**src/rtl/syscall_input_ctrl_if.sv**
```systemverilog
// Request/response bundle between the processor syscall path and the
// syscall input controller: the request handshake, the input byte stream
// and the result/status returned to the processor.
interface syscall_input_ctrl_if;
    logic        start;
    logic [31:0] code;
    logic        in_valid;
    logic [7:0]  in_data;
    logic        in_ready;
    logic        busy;
    logic        done;
    logic        err;
    logic [31:0] rd;

    // Processor / stimulus side
    modport master (
        output start, code, in_valid, in_data,
        input  in_ready, busy, done, err, rd
    );

    // Controller side
    modport slave (
        input  start, code, in_valid, in_data,
        output in_ready, busy, done, err, rd
    );
endinterface

```
**src/rtl/syscall_input_ctrl.sv**
```systemverilog
// Syscall input controller: services "read" syscalls by pulling ASCII bytes
// from an input byte stream and returning a parsed 32-bit value on rd.
//   code 9  : read signed decimal integer
//   code 10 : read unsigned decimal integer
//   code 11 : read up to four characters, packed big-endian
// Optional build macro SYSCALL_INPUT_TIMEOUT_EN adds an idle-input timeout
// (parameter TIMEOUT); without it the block waits indefinitely for bytes.
module syscall_input_ctrl #(
    parameter int MAX_DIGITS = 10
`ifdef SYSCALL_INPUT_TIMEOUT_EN
    , parameter int TIMEOUT = 1024
`endif
) (
    input logic                 clk,
    input logic                 reset,
    syscall_input_ctrl_if.slave bus
);

    typedef enum logic [2:0] {
        IDLE,
        SKIP,
        NUM,
        STR,
        DONE
    } state_t;

    // Digit counter must be able to hold MAX_DIGITS itself
    localparam int CW = $clog2(MAX_DIGITS + 2);

    state_t          state;
    logic [31:0]     acc;
    logic [31:0]     rd_q;
    logic            err_q;
    logic            neg;
    logic            is_signed;
    logic [CW-1:0]   digit_cnt;
    logic [1:0]      byte_idx;

`ifdef SYSCALL_INPUT_TIMEOUT_EN
    localparam int TW = $clog2(TIMEOUT + 1);
    logic [TW-1:0]   timer;
`endif

    logic            active;
    logic            xfer;
    logic            is_digit;
    logic            is_ws;
    logic [31:0]     digit_val;

    // Handshake outputs are pure decodes of the registered state, so they
    // carry no combinational path from the inputs.
    assign active       = (state == SKIP) || (state == NUM) || (state == STR);
    assign bus.in_ready = active;
    assign bus.busy     = active;
    assign bus.done     = (state == DONE);
    assign bus.rd       = rd_q;
    assign bus.err      = err_q;

    assign xfer      = bus.in_valid && active;
    assign is_digit  = (bus.in_data >= 8'h30) && (bus.in_data <= 8'h39);
    assign is_ws     = (bus.in_data == 8'h20) || (bus.in_data == 8'h0A) ||
                       (bus.in_data == 8'h0D);
    assign digit_val = {24'd0, bus.in_data - 8'h30};

    // Request sequencing, number parsing and string packing
    always_ff @(posedge clk or posedge reset) begin
        if (reset) begin
            state     <= IDLE;
            acc       <= '0;
            rd_q      <= '0;
            err_q     <= 1'b0;
            neg       <= 1'b0;
            is_signed <= 1'b0;
            digit_cnt <= '0;
            byte_idx  <= '0;
`ifdef SYSCALL_INPUT_TIMEOUT_EN
            timer     <= '0;
`endif
        end else begin
            case (state)
                IDLE: begin
                    if (bus.start) begin
                        err_q <= 1'b0;
                        if (bus.code == 32'd9 || bus.code == 32'd10) begin
                            is_signed <= (bus.code == 32'd9);
                            acc       <= '0;
                            neg       <= 1'b0;
                            digit_cnt <= '0;
                            state     <= SKIP;
                        end else if (bus.code == 32'd11) begin
                            rd_q     <= '0;
                            byte_idx <= '0;
                            state    <= STR;
                        end else begin
                            rd_q  <= '0;
                            err_q <= 1'b1;
                            state <= DONE;
                        end
                    end
                end

                SKIP: begin
                    if (xfer) begin
                        if (is_ws) begin
                            state <= SKIP;
                        end else if (bus.in_data == 8'h2D && is_signed) begin
                            neg   <= 1'b1;
                            state <= NUM;
                        end else if (is_digit) begin
                            acc       <= digit_val;
                            digit_cnt <= CW'(1);
                            state     <= NUM;
                        end else begin
                            rd_q  <= '0;
                            err_q <= 1'b1;
                            state <= DONE;
                        end
                    end
                end

                NUM: begin
                    if (xfer) begin
                        if (is_digit) begin
                            if (digit_cnt == CW'(MAX_DIGITS)) begin
                                rd_q  <= '0;
                                err_q <= 1'b1;
                                state <= DONE;
                            end else begin
                                acc       <= acc * 32'd10 + digit_val;
                                digit_cnt <= digit_cnt + 1'b1;
                            end
                        end else if (is_ws) begin
                            if (digit_cnt == '0) begin
                                rd_q  <= '0;
                                err_q <= 1'b1;
                            end else begin
                                rd_q <= neg ? (32'd0 - acc) : acc;
                            end
                            state <= DONE;
                        end else begin
                            rd_q  <= '0;
                            err_q <= 1'b1;
                            state <= DONE;
                        end
                    end
                end

                STR: begin
                    if (xfer) begin
                        if (bus.in_data == 8'h0A) begin
                            state <= DONE;
                        end else begin
                            case (byte_idx)
                                2'd0:    rd_q[31:24] <= bus.in_data;
                                2'd1:    rd_q[23:16] <= bus.in_data;
                                2'd2:    rd_q[15:8]  <= bus.in_data;
                                default: rd_q[7:0]   <= bus.in_data;
                            endcase
                            byte_idx <= byte_idx + 2'd1;
                            if (byte_idx == 2'd3) begin
                                state <= DONE;
                            end
                        end
                    end
                end

                DONE: begin
                    state <= IDLE;
                end

                default: begin
                    state <= IDLE;
                end
            endcase

`ifdef SYSCALL_INPUT_TIMEOUT_EN
            if (state == IDLE || xfer) begin
                timer <= '0;
            end else if (active && !bus.in_valid) begin
                if (timer == TW'(TIMEOUT - 1)) begin
                    rd_q  <= '0;
                    err_q <= 1'b1;
                    state <= DONE;
                end else begin
                    timer <= timer + 1'b1;
                end
            end
`endif
        end
    end

endmodule

```
**src/flat_wrapper.sv**
```systemverilog
// flat-port wrapper written by rule: the top's interface ports become plain ports
module syscall_input_ctrl_flat 
#(
    parameter int MAX_DIGITS = 10

)
  (clk, reset, bus_start, bus_code, bus_in_valid, bus_in_data, bus_in_ready, bus_busy, bus_done, bus_err, bus_rd);
  syscall_input_ctrl_if bus_i ();
  input logic clk;
  input logic reset;
  input wire logic [$bits(bus_i.start)-1:0] bus_start;
  input wire logic [$bits(bus_i.code)-1:0] bus_code;
  input wire logic [$bits(bus_i.in_valid)-1:0] bus_in_valid;
  input wire logic [$bits(bus_i.in_data)-1:0] bus_in_data;
  output wire logic [$bits(bus_i.in_ready)-1:0] bus_in_ready;
  output wire logic [$bits(bus_i.busy)-1:0] bus_busy;
  output wire logic [$bits(bus_i.done)-1:0] bus_done;
  output wire logic [$bits(bus_i.err)-1:0] bus_err;
  output wire logic [$bits(bus_i.rd)-1:0] bus_rd;
  assign bus_i.start = bus_start;
  assign bus_i.code = bus_code;
  assign bus_i.in_valid = bus_in_valid;
  assign bus_i.in_data = bus_in_data;
  assign bus_in_ready = bus_i.in_ready;
  assign bus_busy = bus_i.busy;
  assign bus_done = bus_i.done;
  assign bus_err = bus_i.err;
  assign bus_rd = bus_i.rd;
  syscall_input_ctrl #(.MAX_DIGITS(MAX_DIGITS)) u_core (.clk(clk), .reset(reset), .bus(bus_i));
endmodule
```
**config.mk**
```make
export PLATFORM = sky130hd
export DESIGN_NAME = syscall_input_ctrl_flat
export DESIGN_NICKNAME = d
export VERILOG_FILES = /design/src/rtl/syscall_input_ctrl_if.sv /design/src/rtl/syscall_input_ctrl.sv /design/src/flat_wrapper.sv
export SDC_FILE = /design/constraint.sdc
export NUM_CORES = 1
export LEC_CHECK = 0
export CAP_MARGIN = 20
export CORE_MARGIN = 5
export CORE_UTILIZATION = 63
export DETAILED_ROUTE_END_ITERATION = 8
export HOLD_SLACK_MARGIN = 0.02
export PLACE_DENSITY = 0.88
export SETUP_SLACK_MARGIN = 0.3
export SYNTH_ARGS = -nofsm -noshare
export SYNTH_HDL_FRONTEND = slang
export SYNTH_SLANG_ARGS = --single-unit
```
**constraint.sdc**
```tcl
create_clock -name clk -period 9.49 [get_ports clk]
set_clock_uncertainty 0.2 [all_clocks]
set_input_delay 1.898 -clock clk [delete_from_list [all_inputs] [get_ports clk]]
set_output_delay 1.898 -clock clk [all_outputs]
set_load 0.05 [all_outputs]
```
==> summary.md <==
| Metric | Value |
|---|---|
| Post-Syn Area per Cell | ~8 sq um |
| Clk_lat worst skew | between 0.3 and 0.4 ns |
| Peak VDD IR | around 280 uV |
| Cell Count, Final, Fillers Out | around 1100 |
| Sum of negative setup slack | 0 ns |
| Layout cells sized above 1 | 5.74% |
| Logic gate share of total power | 48.6% |
| Synth Register Bits | 76 |
| Sw Share | ~44% |
| R2R Path End | u_core.acc[31] |
| FFs w/ async S/R, synth | between 90% and 100% |
| IO Count | 80 |
| Setup crit start kind | input pin |
| CTS Buf Count | 9 |
| Sequential share of power | between 20% and 30% |
| Commonest non-fill, non-tap cell in the layout | nand2_1 |
| Critical path type | in -> reg |
| First-pass GRT wire length | 32700 microns |
| Status | completed |
| Grt peak-use layer | met2 |
| Met3 Track Usage GR | ~2.6% |
| Avg WL per Cell | 18.5 microns |
| Die ar. | ~0.014 sq mm |
| Storage cell area | 0.00190 sq mm |
| P per Cell Area | about 170 mW/mm^2 |
| Die Wd | 117 microns |
| Hold depth | 2 |
| Vias per cell | about 6.5 |
| Filler cell count in the final layout | 850 |
| Peak fanout along the critical path | 62 |
| Clock share of power | 23.4% |
| Pleak | between 0.003 and 0.004 uW |
| Max-slew violations | 0 |
| Final-report hold violation count | 0 |
| Reg clk slew, reported paths | about 0.060 ns |
| Standard-cell rows | 39 |
| Internal Power | 820 uW |
| Mapped cell area | slightly above 0.007 sq mm |
| Area of the multi-input gates | 0.00508 sq mm |
| Placed instance area | just over 0.008 sq mm |
| Tcrit/Tclk final | 60.5% |
| Design area | around 0.0084 sq mm |
| Most frequent cells in the layout | nand2_1 (118), clkdlybuf4s50_1 (79), dfrtp_1 (76), ha_1 (73), o21ai_0 (63) |
| Max Clk Rate | roughly 0.17 GHz |
| Total Wirelength | between 20000 and 25000 microns |
| GR Util met1 | a little over two fifths |
| Max_slew headroom | about a third |
| Via count of the first global-routing pass | around 6500 |
| CP endpoint kind | flip-flop |
| Critical path arrival | ~5.8 ns |
| Worst Hold Class | reg -> reg |
| Min cycle time layout | around 5.7 ns |
| H-tree depth | 3 |
| RSZ-0062 raised after global routing | false |
| Largest net degree at the start of global routing | 77 |
| GPL Wtd Cong | around 0.93 |
| CTS tree | built |
| Hold_buf cts | 0 |
| Gr ovfl total | 0 |
| Initial antenna violation count | 0 |
| Setup Fix Bufs, Post-CTS | 0 |
| Antenna Diode Count | 0 |
| Cell variety after synth | 81 |
| Max clock buf depth | 2 |
| Area delta synth->final | 16.6% |
| Via count | ~7100 |
| Main synth FF type | dfrtp_1 |
| Antenna-violating nets left | 0 |
| Sequential element share of the synthesized area | 26.4% |
| Number of max-cap violations | 0 |
| Synth Net Count | just under 1000 |
| Gr usage total | a little under a third |
| Hold Path Sink | u_core.bus.rd[2] |
| Clk sinks | 76 |
| Worst R2R Path Depth | 12 |
| Starting density of the core | between 60 and 70% |
| Dpl hpwl | 15400 microns |
| # DRC | 0 |
| Final net count | 1055 |
| DRT iter0 DRCs | 723 |
| Drt pass-1 iters | 7 |
| Synth warnings | 0 |
| CP required | roughly 9.6 ns |
| R2r setup slk | between 5 and 6 ns |
| Min-delay src | u_core.bus.rd[2] |
| Chip height | approximately 120 microns |
| Setup violators final | 0 |
| Sw power | 643 uW |
| Port-buffer cells | a little under 80 |
| GR Util met2 | a little under half |
| Least-Margin Pin Slew | a little under 1 ns |
| Post-cts sizing count | 0 |
| Number of synthesized flops with an enable pin | 0 |
| Clk root buf | clkbuf_16 |
| R2r startpoint | u_core.acc[3] |
| Core Area | between 0.01 and 0.015 sq mm |
| Syn Inst Count | just under 900 |
| Placed Cells | between 1000 and 1500 |
==> cell families (layout without fill, tap and decap cells) <==
logic type | count (synthesis) | in the layout | share of synthesized area [%]
AO/OA/AOI/OAI | 281 | 281 | 25.9
XOR/XNOR | 72 | 72 | 8.74
adder cells (fa/ha/maj) | 75 | 75 | 13.2
buffers and inverters | 61 | 127 | 3.31
flip-flops | 76 | 76 | 26.4
multiplexers | 2 | 2 | 0.277
AND/OR/NAND/NOR | 308 | 308 | 22.2
==> Yosys cell counts (3+ instances only) <==
cell type	count	area (sq um)
dfrtp_1	76	1900
clkbuf_1	31	116
nor2_1	46	173
o41ai_1	4	35.0
nor3_1	26	130
o31ai_1	21	158
a32o_1	3	30.0
nand4_1	11	68.8
a21o_1	7	52.6
nand3b_1	3	22.5
nand2b_1	12	75.1
and2_1	7	43.8
a211oi_1	7	52.6
nor3b_1	3	22.5
or2_2	3	18.8
o21ai_0	63	315
o211ai_1	9	67.6
a21boi_1	3	22.5
xnor2_1	55	482
inv_1	23	86.3
a21oi_1	42	210
o21ai_1	34	170
nand2_1	118	443
or3_1	11	68.8
nor2b_1	6	37.5
a21boi_0	3	22.5
nand3_1	18	90.1
nor4_1	11	68.8
a31oi_1	3	18.8
o21a_1	8	60.1
a211o_1	8	70.1
and3_1	5	31.3
o31ai_2	3	37.5
buf_2	5	25.0
a22o_1	4	35.0
and4_1	3	26.3
ha_1	73	913
a22oi_1	30	225
a221oi_1	3	26.3
xor2_1	17	149
==> routing by layer <==
metal	wire (microns)	vias up
met3	1450	53
met4	610	0
met5	0	-
met2	9040	337
li1	-	3377
met1	8910	3326
==> state kept, by name, summed over array words and instances (netlist names) <==
register and count:
u_core.acc 32, u_core.bus.rd 32, u_core.digit_cnt 4, u_core.state 3, u_core.byte_idx 2, u_core.bus.err 1
u_core.is_signed 1, u_core.neg 1
==> power by group through the flow <==
| stage | Sequential (uW) | Clock [uW] | Combinational, uW |
|---|---|---|---|
| after floorplan | 397 | 0 | 529 |
| after global placement | 409 | 0 | 670 |
| after detailed placement | 411 | 0 | 684 |
| after CTS | 405 | 342 | 690 |
| after global routing | 413 | 359 | 793 |
| final | 409 | 343 | 712 |
==> through the flow <==
step                      hold WS, ns  util (%)  setup slack [ns]  total power [uW]
after floorplan                 0.280         -              4.81               926
after global placement          0.260      71.5              3.67              1080
after detailed placement        0.266      71.5              3.50              1090
after CTS                       0.278      74.1              3.84              1440
after global routing            0.289      74.3              3.51              1560
final                           0.279      74.3              3.75              1460
==> how the worst max path moves through the flow <==
stage | endpoint | cells past startpoint | slack (ns) | start
floorplan | u_core.acc[25] | 12 | 4.81 | bus_in_data[2]
global placement | u_core.acc[30] | 11 | 3.67 | bus_in_data[4]
detailed placement | u_core.acc[31] | 11 | 3.50 | bus_in_data[4]
CTS | u_core.acc[31] | 11 | 3.84 | bus_in_data[4]
global route | u_core.acc[31] | 11 | 3.51 | bus_in_data[4]
finish | u_core.acc[31] | 11 | 3.75 | bus_in_data[4]
==> cell type report <==
cell class / count / area share [%]
tap: 143 / 2.13
sequential: 76 / 22.6
inverter: 23 / 1.03
multi-input combinational: 738 / 60.4
clock buffer: 10 / 2.84
clock inverter: 6 / 0.758
timing repair buffer: 88 / 10.3
==> worst max-delay path, cell delays in order <==
cell and delay, ns:
clkdlybuf4s50_1 0.60, inv_1 0.17, ha_1 0.25, nor4bb_1 0.15, a32o_1 0.23, a2bb2oi_1 0.45, a21oi_1 0.13, or3_2 0.84
nand2b_1 0.56, a211oi_1 0.39, a211o_1 0.14
(Power assumes the default switching activity.)
